[src/rtl/gdo.sv]
// Shared types and constants for the general data operator family.
package gdo;

  localparam int gdo_data_size = 16;
  localparam int gdo_size      = 8;

  typedef logic signed [gdo_data_size-1:0] gdo_word_t;

  localparam gdo_word_t gdo_word_max = 16'sh7FFF;
  localparam gdo_word_t gdo_word_min = 16'sh8000;

  typedef enum logic [1:0] {
    IDLE,
    CALC,
    FIN,
    DONE
  } gdo_div_state_t;

endpackage

[src/rtl/gdo_divider.sv]
// Sequential signed fixed-point divider: q = a / b in Q(DATA_W-FRAC_W).FRAC_W.
// Restoring division on magnitudes, one quotient bit per clock, sign applied
// and saturated at the end. Truncates toward zero.
//
// state | meaning
// IDLE  | ready for operands
// CALC  | one restoring step per cycle, ITER cycles
// FIN   | apply sign, saturate, register result (divide-by-zero skips CALC)
// DONE  | result valid, held until out_ready
module gdo_divider
  import gdo::*;
#(
  parameter int DATA_W = gdo_data_size,
  parameter int FRAC_W = gdo_size
) (
  input  logic              clk,
  input  logic              rst_n,
  input  logic              in_valid,
  output logic              in_ready,
  input  logic [DATA_W-1:0] in_a,
  input  logic [DATA_W-1:0] in_b,
  output logic              out_valid,
  input  logic              out_ready,
  output logic [DATA_W-1:0] out_q,
  output logic              out_ovf,
  output logic              out_dz
);

  localparam int ITER  = DATA_W + FRAC_W;
  // One extra bit so |most negative| is representable.
  localparam int MAG_W = DATA_W + 1;
  localparam int CNT_W = $clog2(ITER);

  localparam logic [ITER-1:0]   Q_POS_LIM = ITER'((64'd1 << (DATA_W-1)) - 64'd1);
  localparam logic [ITER-1:0]   Q_NEG_LIM = ITER'(64'd1 << (DATA_W-1));
  localparam logic [DATA_W-1:0] W_MAX     = {1'b0, {(DATA_W-1){1'b1}}};
  localparam logic [DATA_W-1:0] W_MIN     = {1'b1, {(DATA_W-1){1'b0}}};

  gdo_div_state_t state, state_nxt;

  logic              rdy_en;
  logic              sign_r;
  logic              a_neg_r;
  logic              dz_r;
  logic [MAG_W-1:0]  b_mag;
  logic [ITER-1:0]   dvd;
  logic [ITER-1:0]   quo;
  logic [MAG_W-1:0]  rem;
  logic [CNT_W-1:0]  cnt;

  logic [MAG_W-1:0]  a_ext, b_ext, a_abs, b_abs;
  logic [MAG_W:0]    rem_sh;
  logic [MAG_W-1:0]  rem_nxt;
  logic              qbit;
  logic [DATA_W-1:0] fin_q;
  logic              fin_ovf;
  logic              accept;

  assign a_ext = {in_a[DATA_W-1], in_a};
  assign b_ext = {in_b[DATA_W-1], in_b};
  assign a_abs = in_a[DATA_W-1] ? (~a_ext + MAG_W'(1)) : a_ext;
  assign b_abs = in_b[DATA_W-1] ? (~b_ext + MAG_W'(1)) : b_ext;

  // in_ready stays low through reset and until the first edge after release.
  assign in_ready  = rdy_en && (state == IDLE);
  assign out_valid = (state == DONE);
  assign accept    = in_valid && in_ready;

  // Ready enable: set by the first clock edge after reset release.
  always_ff @(posedge clk or negedge rst_n) begin
    if (!rst_n) rdy_en <= 1'b0;
    else        rdy_en <= 1'b1;
  end

  // State register.
  always_ff @(posedge clk or negedge rst_n) begin
    if (!rst_n) state <= IDLE;
    else        state <= state_nxt;
  end

  // Next-state logic.
  always_comb begin
    state_nxt = state;
    case (state)
      IDLE: if (accept) state_nxt = (in_b == '0) ? FIN : CALC;
      CALC: if (cnt == CNT_W'(ITER-1)) state_nxt = FIN;
      FIN:  state_nxt = DONE;
      DONE: if (out_ready) state_nxt = IDLE;
      default: state_nxt = IDLE;
    endcase
  end

  // Restoring step: shift in the next dividend bit, subtract |b| if it fits.
  always_comb begin
    rem_sh  = {rem, dvd[ITER-1]};
    rem_nxt = rem_sh[MAG_W-1:0];
    qbit    = 1'b0;
    if (rem_sh >= {1'b0, b_mag}) begin
      rem_nxt = MAG_W'(rem_sh - {1'b0, b_mag});
      qbit    = 1'b1;
    end
  end

  // Sign application and saturation of the magnitude quotient.
  always_comb begin
    fin_q   = quo[DATA_W-1:0];
    fin_ovf = 1'b0;
    if (sign_r) begin
      if (quo > Q_NEG_LIM) begin
        fin_q   = W_MIN;
        fin_ovf = 1'b1;
      end else begin
        fin_q = ~quo[DATA_W-1:0] + DATA_W'(1);
      end
    end else if (quo > Q_POS_LIM) begin
      fin_q   = W_MAX;
      fin_ovf = 1'b1;
    end
  end

  // Operand capture, iteration datapath and result registers.
  always_ff @(posedge clk or negedge rst_n) begin
    if (!rst_n) begin
      sign_r  <= 1'b0;
      a_neg_r <= 1'b0;
      dz_r    <= 1'b0;
      b_mag   <= '0;
      dvd     <= '0;
      quo     <= '0;
      rem     <= '0;
      cnt     <= '0;
      out_q   <= '0;
      out_ovf <= 1'b0;
      out_dz  <= 1'b0;
    end else begin
      case (state)
        IDLE: if (accept) begin
          sign_r  <= in_a[DATA_W-1] ^ in_b[DATA_W-1];
          a_neg_r <= in_a[DATA_W-1];
          dz_r    <= (in_b == '0);
          b_mag   <= b_abs;
          dvd     <= ITER'(a_abs) << FRAC_W;
          quo     <= '0;
          rem     <= '0;
          cnt     <= '0;
        end
        CALC: begin
          rem <= rem_nxt;
          quo <= {quo[ITER-2:0], qbit};
          dvd <= dvd << 1;
          cnt <= cnt + CNT_W'(1);
        end
        FIN: begin
          if (dz_r) begin
            out_q   <= a_neg_r ? W_MIN : W_MAX;
            out_ovf <= 1'b0;
            out_dz  <= 1'b1;
          end else begin
            out_q   <= fin_q;
            out_ovf <= fin_ovf;
            out_dz  <= 1'b0;
          end
        end
        default: ;
      endcase
    end
  end

endmodule
[config.mk]
export PLATFORM = sky130hd
export DESIGN_NAME = gdo_divider
export DESIGN_NICKNAME = d
export VERILOG_FILES = /design/src/rtl/gdo.sv /design/src/rtl/gdo_divider.sv
export SDC_FILE = /design/constraint.sdc
export NUM_CORES = 1
export LEC_CHECK = 0
export BUFFER_PORTS_ARGS = -buffer_cell sky130_fd_sc_hd__buf_2
export CORE_ASPECT_RATIO = 1.4
export CORE_MARGIN = 10
export CORE_UTILIZATION = 50
export DETAILED_ROUTE_END_ITERATION = 10
export GPL_TIMING_DRIVEN = 0
export HOLD_SLACK_MARGIN = 0.1
export PLACE_DENSITY = 0.71
export SETUP_SLACK_MARGIN = 0.15
export SYNTH_ARGS = -nofsm -noshare
export SYNTH_HDL_FRONTEND = slang
export SYNTH_SLANG_ARGS = --single-unit
[constraint.sdc]
create_clock -name clk -period 2.5 [get_ports clk]
set_input_delay 0.25 -clock clk [delete_from_list [all_inputs] [get_ports clk]]
set_output_delay 0.25 -clock clk [all_outputs]
set_load 0.02 [all_outputs]
==> impl_metrics.env <==
export IMPL_wl_per_cell_um=18.3
export IMPL_antenna_left=0
export IMPL_drt_vias_per_instance=6.11
export IMPL_grt_pass1_wl_mm=29.0
export IMPL_antenna_found_initial=0
export IMPL_maxCapViolCount=0
export IMPL_critPathMaxFanout=5
export IMPL_end_kind="register"
export IMPL_row_count=48
export IMPL_irDropWorstVdd_mv=0.559
export IMPL_fin_hold_ws_ns=0.201
export IMPL_status="finished, violations left"
export IMPL_final_nets=877
export IMPL_synth_largest_area_cell="dfrtp_1"
export IMPL_grtUsageTotal=0.197
export IMPL_path_clk_slew_ns=0.07
export IMPL_p_leak_uw=0.00351
export IMPL_synthFlopType="dfrtp_1"
export IMPL_die_w_um=115
export IMPL_fin_worst_skew_ns=0.00936
export IMPL_synth_yosys_warnings=0
export IMPL_dp_cells=917
export IMPL_netlist_area_leader_share=0.407
export IMPL_regArea_mm2=0.00258
export IMPL_fmax_ghz=0.363
export IMPL_clock_root_buffer="clkbuf_16"
export IMPL_violations="negative setup slack"
export IMPL_drive_gt1_frac=0.227
export IMPL_r2r_end="out_q[12]"
export IMPL_area_growth_pct=24.3
export IMPL_cts_tree="done"
export IMPL_overflow=0
export IMPL_hold_viol_final=0
export IMPL_diodes=0
export IMPL_final_setup_viol_count=16
export IMPL_ys_ff_latch=103
export IMPL_avgSynthCellArea_um2=8.90
export IMPL_async_reset_ff_frac=1.00
export IMPL_crit_end="out_q[12]"
export IMPL_power_density_mw_per_mm2=1450
export IMPL_dp_hpwl_mm=13.0
export IMPL_syn_inst=711
export IMPL_ios=56
export IMPL_critPathLaunch="quo[0]"
export IMPL_insertion_delay_ns=0.35
export IMPL_reg2reg_from="quo[0]"
export IMPL_cp_data_required_time_ns=2.75
export IMPL_vias=5920
export IMPL_synth_fp_nets=774
export IMPL_synth_area_top_cells="dfrtp_1 (41%), ha_1 (5.1%), a21oi_1 (4.3%)"
export IMPL_place_congestion=0.915
export IMPL_die_y_um=153
export IMPL_multi_input_area_mm2=0.00386
export IMPL_worstPathArrival_ns=3.01
export IMPL_fin_ws_ns=-0.255
export IMPL_grt_max_degree=61
export IMPL_drt_total_wl_mm=17.8
export IMPL_core_area_mm2=0.0124
export IMPL_cp_start_kind="register"
export IMPL_slew_headroom=0.513
export IMPL_rsz0062_at_grt="true"
export IMPL_nFillCells=997
export IMPL_route_detailed_drc=0
export IMPL_synth_most_common_cell="dfrtp_1"
export IMPL_tightest_slew_ns=0.723
export IMPL_fin_util=0.636
export IMPL_fin_cells=969
export IMPL_period_minus_slack_ns=2.76
export IMPL_dieArea_mm2=0.0176
export IMPL_fin_crit_sh=1.10
export IMPL_r2r_slack_ns=-0.26
export IMPL_numCtsBuffers=9
export IMPL_drt_initial_drc_count=342
export IMPL_maxSlewViolCount=0
export IMPL_yosysSeqAreaShare=0.407
export IMPL_clockBufferDepth=2
export IMPL_dp_slack_ns=-0.639
export IMPL_hp_start="in_b[0]"
export IMPL_first_pass_iters=5
export IMPL_worst_r2r_cell_count=10
export IMPL_start_util=0.512
export IMPL_port_buffers=55
export IMPL_yosysUniqueCellTypes=70
export IMPL_cts_htree_levels=3
export IMPL_synth_commonest_cells="dfrtp_1 (103), nand2_1 (62), a21oi_1 (55)"
export IMPL_synth_edf_count=0
export IMPL_synth_area_mm2=0.00633
export IMPL_min_path_type="in -> reg"
export IMPL_criticalPathCategory="reg -> reg"
export IMPL_hold_depth=3
export IMPL_clkSinkCount=103
export IMPL_grt_pass1_vias=6000
[repair_timing]
item,4_1_cts,5_1_grt
cloned,2,0
resized for setup,53,45
endpoints found under the hold margin,43,0
setup buffers,27,6
endpoints found under the setup margin,62,68
pin swaps,24,16
hold buffers,1,0
[power by group]
group          internal [µW]  total, µW  switching, µW
clock network            688       1340            655
logic                   3210       7320           4110
registers               2280       2750            466
[worst max-delay path: stages, from the launching register on]
cell and delay, ns:
dfrtp_1 0.40, inv_2 0.09, ha_4 0.13, or3b_4 0.38, or4b_4 0.50, buf_6 0.13
or3_4 0.35, o31ai_4 0.27, buf_6 0.18, a21oi_1 0.08, a211oi_2 0.16
[state kept, by name, indices dropped and copies added, names as in the netlist, 2 cells and up]
register and flops:
state 2, b_mag 17, out_q 16, cnt 5, rem 17, quo 24, dvd 16
[layer usage]
layer / wire length [µm] / share of wire / GRT usage
met5: 0 / 0 / 0
met4: 548 / 0.031 / 0.0780
met3: 683 / 0.038 / 0.0266
met2: 9430 / 0.53 / 0.354
met1: 7100 / 0.40 / 0.227
[through the flow]
step,area [µm²],TNS [ns],power [µW]
after floorplan,6370,-1.55,6880
after global placement,6830,-11.24,8220
after detailed placement,6860,-12.98,8390
after CTS,7610,-2.97,10800
after global routing,7870,-4.91,12200
final,7870,-3.37,11400
[cells in the final DEF, fill, tap and decap left out, drive strengths merged, types with 3 or more instances in the layout]
| master | instances |
|---|---|
| dfrtp | 103 |
| buf | 96 |
| o21ai | 64 |
| nand2 | 63 |
| a21oi | 55 |
| nor2 | 44 |
| clkbuf | 42 |
| inv | 36 |
| nand3 | 27 |
| xor2 | 26 |
| ha | 26 |
| a22o | 24 |
| nand2b | 19 |
| or3 | 16 |
| xnor2 | 15 |
| nor3 | 15 |
| o22ai | 13 |
| a211oi | 11 |
| o31ai | 10 |
| a21o | 8 |
| nor4 | 8 |
| a31oi | 7 |
| and3 | 7 |
| a32oi | 7 |
| o221ai | 7 |
| o211ai | 6 |
| nand4 | 6 |
| or4 | 5 |
| o2111ai | 5 |
| mux2i | 3 |
| clkinv | 3 |
| o311ai | 3 |
[how the worst min path moves through the flow]
stage                     slack (ns)   endpoint
after detailed placement        0.30  out_q[11]
after global placement          0.47   b_mag[3]
after global routing            0.22   b_mag[0]
final                           0.20   b_mag[0]
after CTS                       0.20   b_mag[0]
after floorplan                -0.05    a_neg_r
[cell families (layout without fill, tap and decap cells)]
group           after synthesis  in the layout  share of synthesized area
fa+ha+maj                    27             27                     0.0545
simple gates                225            225                      0.180
flops                       103            103                      0.407
xor+xnor                     41             41                     0.0567
mux                           5              5                    0.00830
other cells                   1              1                   0.000592
buf+inv                      72            180                     0.0441
compound gates              237            237                      0.249
[cell type report]
type | instances | share of cell area
timing repair buffer | 92 | 0.0762
clock buffer | 9 | 0.0286
buffer | 38 | 0.0294
sequential | 103 | 0.328
multi-input combinational | 536 | 0.491
tap | 150 | 0.0239
clock inverter | 7 | 0.00716
inverter | 34 | 0.0162
No activity file was read; power rests on OpenSTA's default activity.
